## src/rtl/datainf_master_incr_gen_if.sv

```systemverilog
// data_inf valid/ready bus: one data word per valid & ready handshake.
// Ports: valid (master->slave), ready (slave->master), data (master->slave, DSIZE bits).
// master modport drives valid/data and samples ready; slave modport is the mirror.
interface datainf_master_incr_gen_if #(
  parameter int DSIZE = 8
);
  logic             valid;
  logic             ready;
  logic [DSIZE-1:0] data;

  modport master (output valid, output data, input  ready);
  modport slave  (input  valid, input  data, output ready);
endinterface

```

## src/rtl/datainf_master_incr_gen.sv

```systemverilog
// Purpose: on start, emits length_i words counting up from seed_i on a data_inf master port.
// Latency: first word 1 cycle after start; done_o 1 cycle after last handshake; 1 word/cycle at ready=1.
// Backpressure: valid/data held stable while ready is low; start ignored while a burst runs.
// Ports: clock, rst (sync, active-high); start_i/length_i/seed_i request a burst (sampled in IDLE);
//        busy_o high while running; done_o 1-cycle completion pulse; master = data_inf source.
module datainf_master_incr_gen #(
  parameter int DSIZE = 8,
  parameter int LSIZE = 16
) (
  input  logic                      clock,
  input  logic                      rst,
  input  logic                      start_i,
  input  logic [LSIZE-1:0]          length_i,
  input  logic [DSIZE-1:0]          seed_i,
  output logic                      busy_o,
  output logic                      done_o,
  datainf_master_incr_gen_if.master master
);

  localparam logic [0:0] ST_IDLE = 1'b0;
  localparam logic [0:0] ST_RUN  = 1'b1;

  logic [0:0]       state_q, state_d;
  logic [LSIZE-1:0] cnt_q,   cnt_d;
  logic [LSIZE-1:0] len_q,   len_d;
  logic [DSIZE-1:0] data_q,  data_d;
  logic             done_q,  done_d;
  logic             hs;
  logic             last_beat;

  // valid and busy are both exactly "in RUN": valid rises the cycle after
  // start and can only fall after the final handshake.
  assign master.valid = (state_q == ST_RUN);
  assign master.data  = data_q;
  assign busy_o       = (state_q == ST_RUN);
  assign done_o       = done_q;

  assign hs        = master.valid & master.ready;
  // len_q is never 0 in RUN, so len_q-1 cannot underflow here.
  assign last_beat = (cnt_q == len_q - LSIZE'(1));

  always_comb begin
    state_d = state_q;
    cnt_d   = cnt_q;
    len_d   = len_q;
    data_d  = data_q;
    done_d  = 1'b0;
    case (state_q)
      ST_IDLE: begin
        if (start_i) begin
          if (length_i != '0) begin
            len_d   = length_i;
            data_d  = seed_i;
            cnt_d   = '0;
            state_d = ST_RUN;
          end else begin
            // Empty burst completes immediately without raising valid.
            done_d = 1'b1;
          end
        end
      end
      ST_RUN: begin
        if (hs) begin
          if (last_beat) begin
            state_d = ST_IDLE;
            done_d  = 1'b1;
          end else begin
            data_d = data_q + DSIZE'(1);
            cnt_d  = cnt_q + LSIZE'(1);
          end
        end
      end
      default: state_d = ST_IDLE;
    endcase
  end

  always_ff @(posedge clock) begin
    if (rst) begin
      state_q <= ST_IDLE;
      cnt_q   <= '0;
      len_q   <= '0;
      data_q  <= '0;
      done_q  <= 1'b0;
    end else begin
      state_q <= state_d;
      cnt_q   <= cnt_d;
      len_q   <= len_d;
      data_q  <= data_d;
      done_q  <= done_d;
    end
  end

endmodule

```

## src/flat_wrapper.sv

```systemverilog
// flat-port wrapper written by rule: the top's interface ports become plain ports
module datainf_master_incr_gen_flat 
#(
  parameter int DSIZE = 8,
  parameter int LSIZE = 16
)
  (clock, rst, start_i, length_i, seed_i, busy_o, done_o, master_valid, master_data, master_ready);
  datainf_master_incr_gen_if #(.DSIZE(DSIZE)) master_i ();
  input  logic clock;
  input  logic rst;
  input  logic start_i;
  input  logic [LSIZE-1:0] length_i;
  input  logic [DSIZE-1:0] seed_i;
  output logic busy_o;
  output logic done_o;
  output wire logic [$bits(master_i.valid)-1:0] master_valid;
  output wire logic [$bits(master_i.data)-1:0] master_data;
  input wire logic [$bits(master_i.ready)-1:0] master_ready;
  assign master_valid = master_i.valid;
  assign master_data = master_i.data;
  assign master_i.ready = master_ready;
  datainf_master_incr_gen #(.DSIZE(DSIZE), .LSIZE(LSIZE)) u_core (.clock(clock), .rst(rst), .start_i(start_i), .length_i(length_i), .seed_i(seed_i), .busy_o(busy_o), .done_o(done_o), .master(master_i));
endmodule
```

## config.mk

```make
export PLATFORM = sky130hd
export DESIGN_NAME = datainf_master_incr_gen_flat
export DESIGN_NICKNAME = d
export VERILOG_FILES = /design/src/rtl/datainf_master_incr_gen_if.sv /design/src/rtl/datainf_master_incr_gen.sv /design/src/flat_wrapper.sv
export SDC_FILE = /design/constraint.sdc
export NUM_CORES = 1
export LEC_CHECK = 0
export BUFFER_PORTS_ARGS = -buffer_cell sky130_fd_sc_hd__buf_4
export CAP_MARGIN = 25
export CORE_UTILIZATION = 45
export CTS_CLUSTER_DIAMETER = 150
export CTS_CLUSTER_SIZE = 25
export DETAILED_ROUTE_END_ITERATION = 8
export PLACE_DENSITY = 0.65
export SLEW_MARGIN = 5
export SYNTH_ARGS = -nofsm -noshare
export SYNTH_HDL_FRONTEND = slang
export SYNTH_SLANG_ARGS = --single-unit
```

## constraint.sdc

```tcl
create_clock -name clock -period 3.8 [get_ports clock]
set_clock_uncertainty 0.05 [all_clocks]
set_input_delay 0.19 -clock clock [delete_from_list [all_inputs] [get_ports clock]]
set_output_delay 0.19 -clock clock [all_outputs]
set_load 0.01 [all_outputs]
```

==> results of run 1 <==
## kinds of logic after synthesis
| logic type | after synthesis |
|---|---|
| XOR/XNOR | 19 |
| flip-flops | 42 |
| buffers and inverters | 25 |
| adder cells (fa/ha/maj) | 3 |
| AND/OR/NAND/NOR | 134 |
| multiplexers | 25 |
| AO/OA/AOI/OAI | 65 |
## per-stage QoR
step | setup slack [ns] | instance area (sq um)
after floorplan | 0.920 | 2610
after CTS | 0.506 | 2960
final | 0.501 | 2960
after global routing | 0.291 | 2960
after detailed placement | 0.520 | 2890
after global placement | 0.649 | 2890
## layer usage
metal,routed length [microns],part of all wire,vias up,track usage
met5,0,0,-,0
met4,75,0.012,0,0.0741
met3,269,0.044,6,0.0465
met2,2790,0.46,50,0.329
met1,2950,0.48,1080,0.279
li1,-,-,1188,-
## report_power, final
part | switching, W | internal (W) | total (W)
sequential | 0.0000267 | 0.000459 | 0.000486
clock | 0.000151 | 0.000127 | 0.000278
combinational | 0.000119 | 0.000110 | 0.000229
total | 0.000297 | 0.000696 | 0.000993
## final timing paths
path	slack, ns	endpoint	cells after the start	start
max	0.50	u_core.cnt_q[13]	11	u_core.len_q[0]
min	0.08	u_core.len_q[9]	3	length_i[9]
max reg2reg	0.50	u_core.cnt_q[13]	11	u_core.len_q[0]
min reg2reg	0.45	u_core.master.data[1]	2	u_core.master.data[1]
## final cells by class
class / count / share of cell area
sequential: 42 / 0.284
multi-input combinational: 246 / 0.547
inverter: 7 / 0.00887
tap: 72 / 0.0304
clock buffer: 7 / 0.0258
timing repair buffer: 41 / 0.104
## synth_stat cells, types with 8 or more instances
| cell | count | area share |
|---|---|---|
| a21oi_1 | 26 | 0.050 |
| clkbuf_1 | 8 | 0.012 |
| dfxtp_1 | 42 | 0.32 |
| mux2i_1 | 24 | 0.092 |
| nand2_1 | 18 | 0.026 |
| nand2b_1 | 9 | 0.022 |
| nand3_1 | 9 | 0.017 |
| nor2_1 | 39 | 0.056 |
| nor4_1 | 9 | 0.022 |
| xnor2_1 | 8 | 0.027 |
| xor2_1 | 11 | 0.037 |
## flip-flops by register name, summed over array words and instances (netlist names)
signal	count
u_core.cnt_q	16
u_core.done_o	1
u_core.busy_o	1
u_core.master.data	8
u_core.len_q	16
## worst min-delay path: stages
cell and delay (ns):
buf_4 0.09, mux2i_1 0.06, nor2_1 0.07
==> results.py, run 1 <==
metrics = {
    "clocking": {
        "cts_setup_buffers": 0,
        "htreeDepth": 2,
        "cts_tree": "done",
        "cts-root-buf": "clkbuf_8",
        "postCtsResizedCells": 0,
        "clock_sinks": 42,
        "cts_inserted_buffers": 5,
        "clk_latency_ns": 0.30,
        "path_clk_slew_ns": 0.08,
        "clockBufferDepth": 2,
        "cts_hold_buf": 0,
    },
    "grt": {
        "gr-total-overflow": 0,
        "grt_pass1_wl_mm": 10.1,
        "grt_pass1_vias": 2122,
        "grt_max_degree": 40,
        "antenna_found_initial": 0,
        "grt_usage": 0.209,
    },
    "setup_path": {
        "path_common_cell": "mux2i_1",
        "cp.arrival_ns": 3.47,
        "criticalPathCategory": "reg2reg",
        "cp_top_family": "simple AND/OR/NAND/NOR gates",
        "slowest_delay_ns": 0.60,
        "critPathMaxFanout": 39,
        "cp-start-kind": "register",
        "slowest_stage": "or4b_1",
        "end_kind": "register",
        "required_ns": 3.97,
        "path_cells": "inv_1, ha_1, or4b_1, nor4_4, mux2i_1, a211oi_2, or4_4, o21ai_4, buf_4, nand3b_1, mux2i_1",
        "crit_buf_inv": 2,
    },
    "placed_design": {
        "gp_congestion": 0.910,
        "hpwl_mm": 4.35,
        "port_buffers": 38,
        "place_inst": 408,
    },
    "sta": {
        "whs_ns": 0.0843,
        "timing.fmax_ghz": 0.303,
        "rsz0062_at_grt": "false",
        "slew_headroom": 0.662,
        "finalCritPeriodShare": 0.868,
        "setup-violations-final": 0,
        "final_hold_viol_count": 0,
        "period_needed_ns": 3.30,
        "tns_ns": 0,
        "maxSlewViolCount": 0,
        "tightest_slew_ns": 0.502,
    },
    "die": {
        "fp.dieH_microns": 78.1,
        "fp-row-count": 27,
        "die_area_sq_um": 6100,
        "initial_utilization": 0.470,
        "num_io_pins": 39,
        "die_w_microns": 78.1,
        "core-area_sq_um": 5540,
    },
    "yosys": {
        "ys_seq_elements": 42,
        "yosys.area_share.simple": 0.283,
        "synth_edf_count": 0,
        "synthCells": 313,
        "synth_cell_types": 57,
        "synthAdderAreaFrac": 0.0144,
        "yosys_warnings": 0,
        "yosys_most_used_dff": "dfxtp_1",
        "synth_compound_area_frac": 0.164,
        "async_flop_share": 0,
        "synthMuxAreaShare": 0.0965,
        "netlist_area_sq_um": 2610,
        "seq_area_frac_synth": 0.323,
        "synth_xor_area_frac": 0.0639,
        "syn_avg_cell_area_sq_um": 8.33,
        "synth_top_family_by_area": "simple AND/OR/NAND/NOR gates",
        "syn_nets": 344,
    },
    "detailed_routing": {
        "wire_per_inst_microns": 14.7,
        "drtAntennaViolNets": 0,
        "vias": 2324,
        "finalWirelength_mm": 6.09,
        "viasPerCell": 5.60,
        "drt_iter0_markers": 123,
        "drcViolationCount": 0,
        "drt_first_pass_iters": 4,
    },
    "cells_and_area": {
        "drive_gt1_frac": 0.213,
        "areaGrowthSynthToFinish_pct": 13.6,
        "final_nets": 374,
        "stdcell_count": 415,
        "fin_util": 0.535,
        "fill_cells": 553,
        "final-seq-area_sq_um": 841,
        "multi_input_area_sq_um": 1620,
        "final_common_cell": "dfxtp_1",
        "mostFrequentLayoutCells": "dfxtp_1 (42), buf_4 (41), nor2_1 (39)",
        "antenna_cells": 0,
    },
    "job": {
        "cap_violations": 0,
    },
    "power": {
        "power_leakage_nw": 1.17,
        "power_w": 0.000993,
        "power_density_nw_per_um2": 335,
        "peakVddDrop_uv": 150,
    },
    "worst_hold_path": {
        "hp-class": "in2reg",
    },
    "status": {
        "outcome": "finished, final reports clean",
    },
}
(Power assumes the default switching activity.)
==> run 2, diff against run 1 <==
==> constraint.sdc (replaced) <==
create_clock -name clock -period 3.4 [get_ports clock]
set_clock_uncertainty 0.05 [all_clocks]
set_input_delay 0.17 -clock clock [delete_from_list [all_inputs] [get_ports clock]]
set_output_delay 0.17 -clock clock [all_outputs]
set_load 0.01 [all_outputs]
==> run 2 against run 1 <==
  * Critical path depth did not move
  * Register-to-register slack got worse by 0.26 ns
  * Power is 12% higher
  * Clock power up 11%
  * Die area unchanged
  * Via count increased by 1.1%
  * Combinational power up 14%
  * Flip-flop and latch count did not move
  * Setup slack got worse by 0.26 ns
  * Non-clock buffer count up 2
==> results.py, run 2 (same netlist as run 1, synthesis figures left out) <==
metrics = {
    "clocking": {
        "postCtsResizedCells": 0,
        "cts-root-buf": "clkbuf_8",
        "clock_sinks": 42,
        "cts_hold_buf": 0,
        "htreeDepth": 2,
        "clockBufferDepth": 2,
        "cts_tree": "done",
        "path_clk_slew_ns": 0.08,
        "clk_latency_ns": 0.30,
        "cts_inserted_buffers": 5,
        "cts_setup_buffers": 0,
    },
    "detailed_routing": {
        "drtAntennaViolNets": 0,
        "drt_iter0_markers": 104,
        "wire_per_inst_microns": 14.7,
        "viasPerCell": 5.63,
        "topRoutingLayerUsed": "met4",
        "met3_length_microns": 298,
        "vias": 2349,
        "finalWirelength_mm": 6.12,
        "drcViolationCount": 0,
        "dr_wl_met2_mm": 2.81,
        "wl_met1_mm": 2.94,
        "drt_first_pass_iters": 4,
    },
    "placed_design": {
        "hpwl_mm": 4.44,
        "port_buffers": 38,
        "dpl_cell_area_sq_um": 2900,
        "gp_congestion": 0.881,
        "pre_cts_ws_ns": 0.275,
    },
    "grt": {
        "antenna_found_initial": 0,
        "grt_usage": 0.218,
        "grt_pass1_wl_mm": 10.6,
        "grt_pass1_vias": 2255,
        "gr-total-overflow": 0,
        "grt_max_degree": 37,
    },
    "sta": {
        "final_hold_viol_count": 0,
        "whs_ns": 0.0684,
        "slew_headroom": 0.634,
        "finalCritPeriodShare": 0.929,
        "post-route-worst-setup-slack_ns": 0.240,
        "timing.fmax_ghz": 0.316,
        "tightest_slew_ns": 0.545,
        "rsz0062_at_grt": "false",
        "period_needed_ns": 3.16,
        "maxSlewViolCount": 0,
        "tns_ns": 0,
        "setup-violations-final": 0,
    },
    "cells_and_area": {
        "fin_area_sq_um": 2980,
        "antenna_cells": 0,
        "areaGrowthSynthToFinish_pct": 14.2,
        "multi_input_area_sq_um": 1620,
        "final-seq-area_sq_um": 841,
        "final_nets": 376,
        "final_common_cell": "buf_4",
        "drive_gt1_frac": 0.217,
        "mostFrequentLayoutCells": "buf_4 (43), dfxtp_1 (42), nor2_1 (39)",
        "fill_cells": 532,
    },
    "status": {
        "outcome": "finished, final reports clean",
    },
    "power": {
        "peakVddDrop_uv": 189,
        "power_leakage_nw": 1.18,
        "power_density_nw_per_um2": 373,
        "power_w": 0.00111,
    },
    "worst_hold_path": {
        "hp-class": "in2reg",
    },
    "die": {
        "fp.dieH_microns": 78.1,
        "die_area_sq_um": 6100,
        "num_io_pins": 39,
        "die_w_microns": 78.1,
        "initial_utilization": 0.470,
        "core-area_sq_um": 5540,
        "fp-row-count": 27,
    },
    "setup_path": {
        "critPathMaxFanout": 21,
        "required_ns": 3.58,
        "cp-start-kind": "register",
        "end_kind": "register",
        "cp.arrival_ns": 3.34,
        "criticalPathCategory": "reg2reg",
    },
    "job": {
        "cap_violations": 0,
    },
}
## run 2: changes by cell type in the layout (fill, tap and decap cells not counted)
cell,delta
buf_4,+2
## run 2: through the flow
step                      utilization  instances
after floorplan                     -        313
after global placement          0.523        410
after detailed placement        0.523        410
after CTS                       0.537        417
after global routing            0.537        417
final                           0.537        417
## run 2: critical path, cell delays in order, from the launching register on
cell      delay [ns]
dfxtp_1         0.37
inv_1           0.08
ha_1            0.17
or4b_1          0.59
nor4_4          0.25
mux2i_1         0.26
a211oi_2        0.11
or4_4           0.51
o21ai_4         0.14
buf_4           0.24
nand3b_1        0.15
mux2i_1         0.18
## run 2: power by group
part / total, W / leakage, nW / switching, W / internal, W
Combinational: 0.000260 / 0.797 / 0.000134 / 0.000125
Clock: 0.000308 / 0.0383 / 0.000167 / 0.000142
Sequential: 0.000543 / 0.343 / 0.0000292 / 0.000514
## run 2: worst paths after layout
| path | slack, ns | to | cells after the start | startpoint |
|---|---|---|---|---|
| worst max-delay path | 0.24 | u_core.cnt_q[13] | 11 | u_core.len_q[0] |
| worst min register to register | 0.46 | u_core.master.data[1] | 2 | u_core.master.data[1] |
| worst max register to register | 0.24 | u_core.cnt_q[13] | 11 | u_core.len_q[0] |
| worst min-delay path | 0.07 | u_core.len_q[11] | 3 | length_i[11] |
## run 2: routing by layer
layer	vias to the layer above	global-route usage
met1	1096	0.291
met3	7	0.0477
met4	0	0.0648
met5	-	0
li1	1197	-
met2	49	0.349
## run 2: final cells by class
cell class,count,share of cell area
sequential,42,0.282
clock buffer,7,0.0256
multi-input combinational,246,0.544
inverter,7,0.00883
tap,72,0.0303
timing repair buffer,43,0.108
==> run 3, diff against run 2 <==
--- a/config.mk
+++ b/config.mk
@@ -8,6 +8,7 @@
 export BUFFER_PORTS_ARGS = -buffer_cell sky130_fd_sc_hd__buf_4
 export CAP_MARGIN = 25
 export CORE_UTILIZATION = 45
+export CTS_BUF_LIST = sky130_fd_sc_hd__clkbuf_2
 export CTS_CLUSTER_DIAMETER = 150
 export CTS_CLUSTER_SIZE = 25
 export DETAILED_ROUTE_END_ITERATION = 8
==> run 3 against run 2 <==
  * Clock power is 31% lower
  * Routed wire length increased by 2.7%
  * Largest power group unchanged
  * Non-clock buffer count is 17 higher
  * Sequential share of layout area is 1.2 points lower
  * Setup slack improved by 0.068 ns
  * Hold slack lost 0.022 ns
  * First-iteration DRC count fell by 14%
  * Critical path depth is the same
  * Largest cell class unchanged
  * Sequential power about the same
  * Design area increased by 4.5%
  * Utilization increased by 2.4 points
==> results.py, run 3 (same netlist as run 1, synthesis figures left out) <==
metrics = {
    "detailed_routing": {
        "drt_first_pass_iters": 4,
        "viasPerCell": 5.58,
        "wire_per_inst_microns": 14.5,
        "drtAntennaViolNets": 0,
        "vias": 2421,
        "drt_iter0_markers": 89,
        "drcViolationCount": 0,
        "finalWirelength_mm": 6.28,
    },
    "sta": {
        "tns_ns": 0,
        "finalCritPeriodShare": 0.910,
        "slew_headroom": 0.641,
        "tightest_slew_ns": 0.534,
        "timing.fmax_ghz": 0.323,
        "period_needed_ns": 3.09,
        "final_hold_viol_count": 0,
        "rsz0062_at_grt": "false",
        "maxSlewViolCount": 0,
        "setup-violations-final": 0,
    },
    "setup_path": {
        "regToRegSetupSlack_ns": 0.31,
        "end_kind": "register",
        "criticalPathCategory": "reg2reg",
        "critPathMaxFanout": 21,
        "r2r_cells": 11,
        "cp-start-kind": "register",
        "required_ns": 3.69,
        "cp.arrival_ns": 3.38,
    },
    "clocking": {
        "htreeDepth": 2,
        "path_clk_slew_ns": 0.20,
        "cts-root-buf": "clkbuf_2",
        "clock_sinks": 42,
        "clockBufferDepth": 2,
        "clk_latency_ns": 0.39,
        "cts_tree": "done",
        "cts_inserted_buffers": 5,
    },
    "cells_and_area": {
        "antenna_cells": 0,
        "fin_util": 0.561,
        "areaGrowthSynthToFinish_pct": 19.3,
        "final_common_cell": "buf_4",
        "fill_cells": 523,
        "mostFrequentLayoutCells": "buf_4 (43), dfxtp_1 (42), nor2_1 (39)",
        "drive_gt1_frac": 0.215,
        "final_nets": 393,
    },
    "grt": {
        "gr-total-overflow": 0,
        "grt_usage": 0.223,
        "antenna_found_initial": 0,
        "grt_pass1_wl_mm": 10.8,
        "grt_pass1_vias": 2304,
        "grt_max_degree": 37,
    },
    "power": {
        "power_w": 0.00103,
        "peakVddDrop_uv": 212,
        "power_density_nw_per_um2": 332,
        "power_leakage_nw": 1.24,
    },
    "die": {
        "die_area_sq_um": 6100,
        "die_w_microns": 78.1,
        "fp.dieH_microns": 78.1,
        "fp-row-count": 27,
        "initial_utilization": 0.470,
        "num_io_pins": 39,
        "core-area_sq_um": 5540,
    },
    "worst_hold_path": {
        "hold_depth": 3,
        "hp-class": "in2reg",
    },
    "status": {
        "outcome": "finished, final reports clean",
    },
    "placed_design": {
        "hpwl_mm": 4.44,
        "port_buffers": 38,
        "gp_congestion": 0.881,
    },
    "job": {
        "cap_violations": 0,
    },
}
==> run 3: cell types whose count changed in the layout (fill, tap and decap cells not counted), sizes merged <==
cell | before | now
dlygate4sd3 | 0 | 17
==> run 3: worst max-delay path: stages, from the launching register on <==
cell and delay (ns):
dfxtp_1 0.41, inv_1 0.07, ha_1 0.17, or4b_4 0.52, nor4_4 0.22, mux2i_1 0.26, a211oi_2 0.11, or4_4 0.51
o21ai_4 0.14, buf_4 0.24, nand3b_1 0.15, mux2i_1 0.18
==> run 3: final cells by class <==
type,instances,area (sq um),area share
Tap cell,72,90.1,0.0290
Multi-Input combinational cell,246,1620,0.522
Sequential cell,42,841,0.270
Inverter,7,26.3,0.00845
Timing Repair Buffer,60,493,0.159
Clock buffer,7,35.0,0.0113
==> run 3: power by group <==
group	switching (W)	total [W]	internal (W)
clock network	0.000157	0.000211	0.0000536
logic	0.000137	0.000277	0.000140
registers	0.0000295	0.000545	0.000515
total	0.000324	0.00103	0.000708
==> run 3: metal layers <==
metal,part of all wire,track usage,up-vias,routed length (microns)
met2,0.46,0.358,40,2880
met3,0.033,0.0430,7,205
met5,0,0,-,0
li1,-,-,1228,-
met1,0.49,0.299,1146,3110
met4,0.014,0.0704,0,88
==> run 3: timing repair <==
action | 4_1_cts | 5_1_grt
endpoints found under the hold margin | 17 | 0
resized for setup | 0 | 1
hold buffers | 17 | 0
endpoints found under the setup margin | 0 | 1
setup buffers | 0 | 0
==> run 3: through the flow <==
| step | cell area (sq um) | std cells | hold WS (ns) | setup WS (ns) |
|---|---|---|---|---|
| 6_report | 3110 | 434 | 0.0461 | 0.308 |
| 5_1_grt | 3110 | 434 | 0.0449 | 0.0977 |
| 4_1_cts | 3110 | 434 | 0.0278 | 0.212 |
| 3_5_place_dp | 2900 | 410 | 0.370 | 0.275 |
| 3_3_place_gp | 2900 | 410 | 0.362 | 0.360 |
| 2_1_floorplan | 2610 | 313 | 0.268 | 0.520 |
==> run 3: final timing paths <==
kind                    startpoint                     to
max                u_core.len_q[0]       u_core.cnt_q[13]
min                      seed_i[4]  u_core.master.data[4]
max reg2reg        u_core.len_q[0]       u_core.cnt_q[13]
min reg2reg  u_core.master.data[1]  u_core.master.data[1]
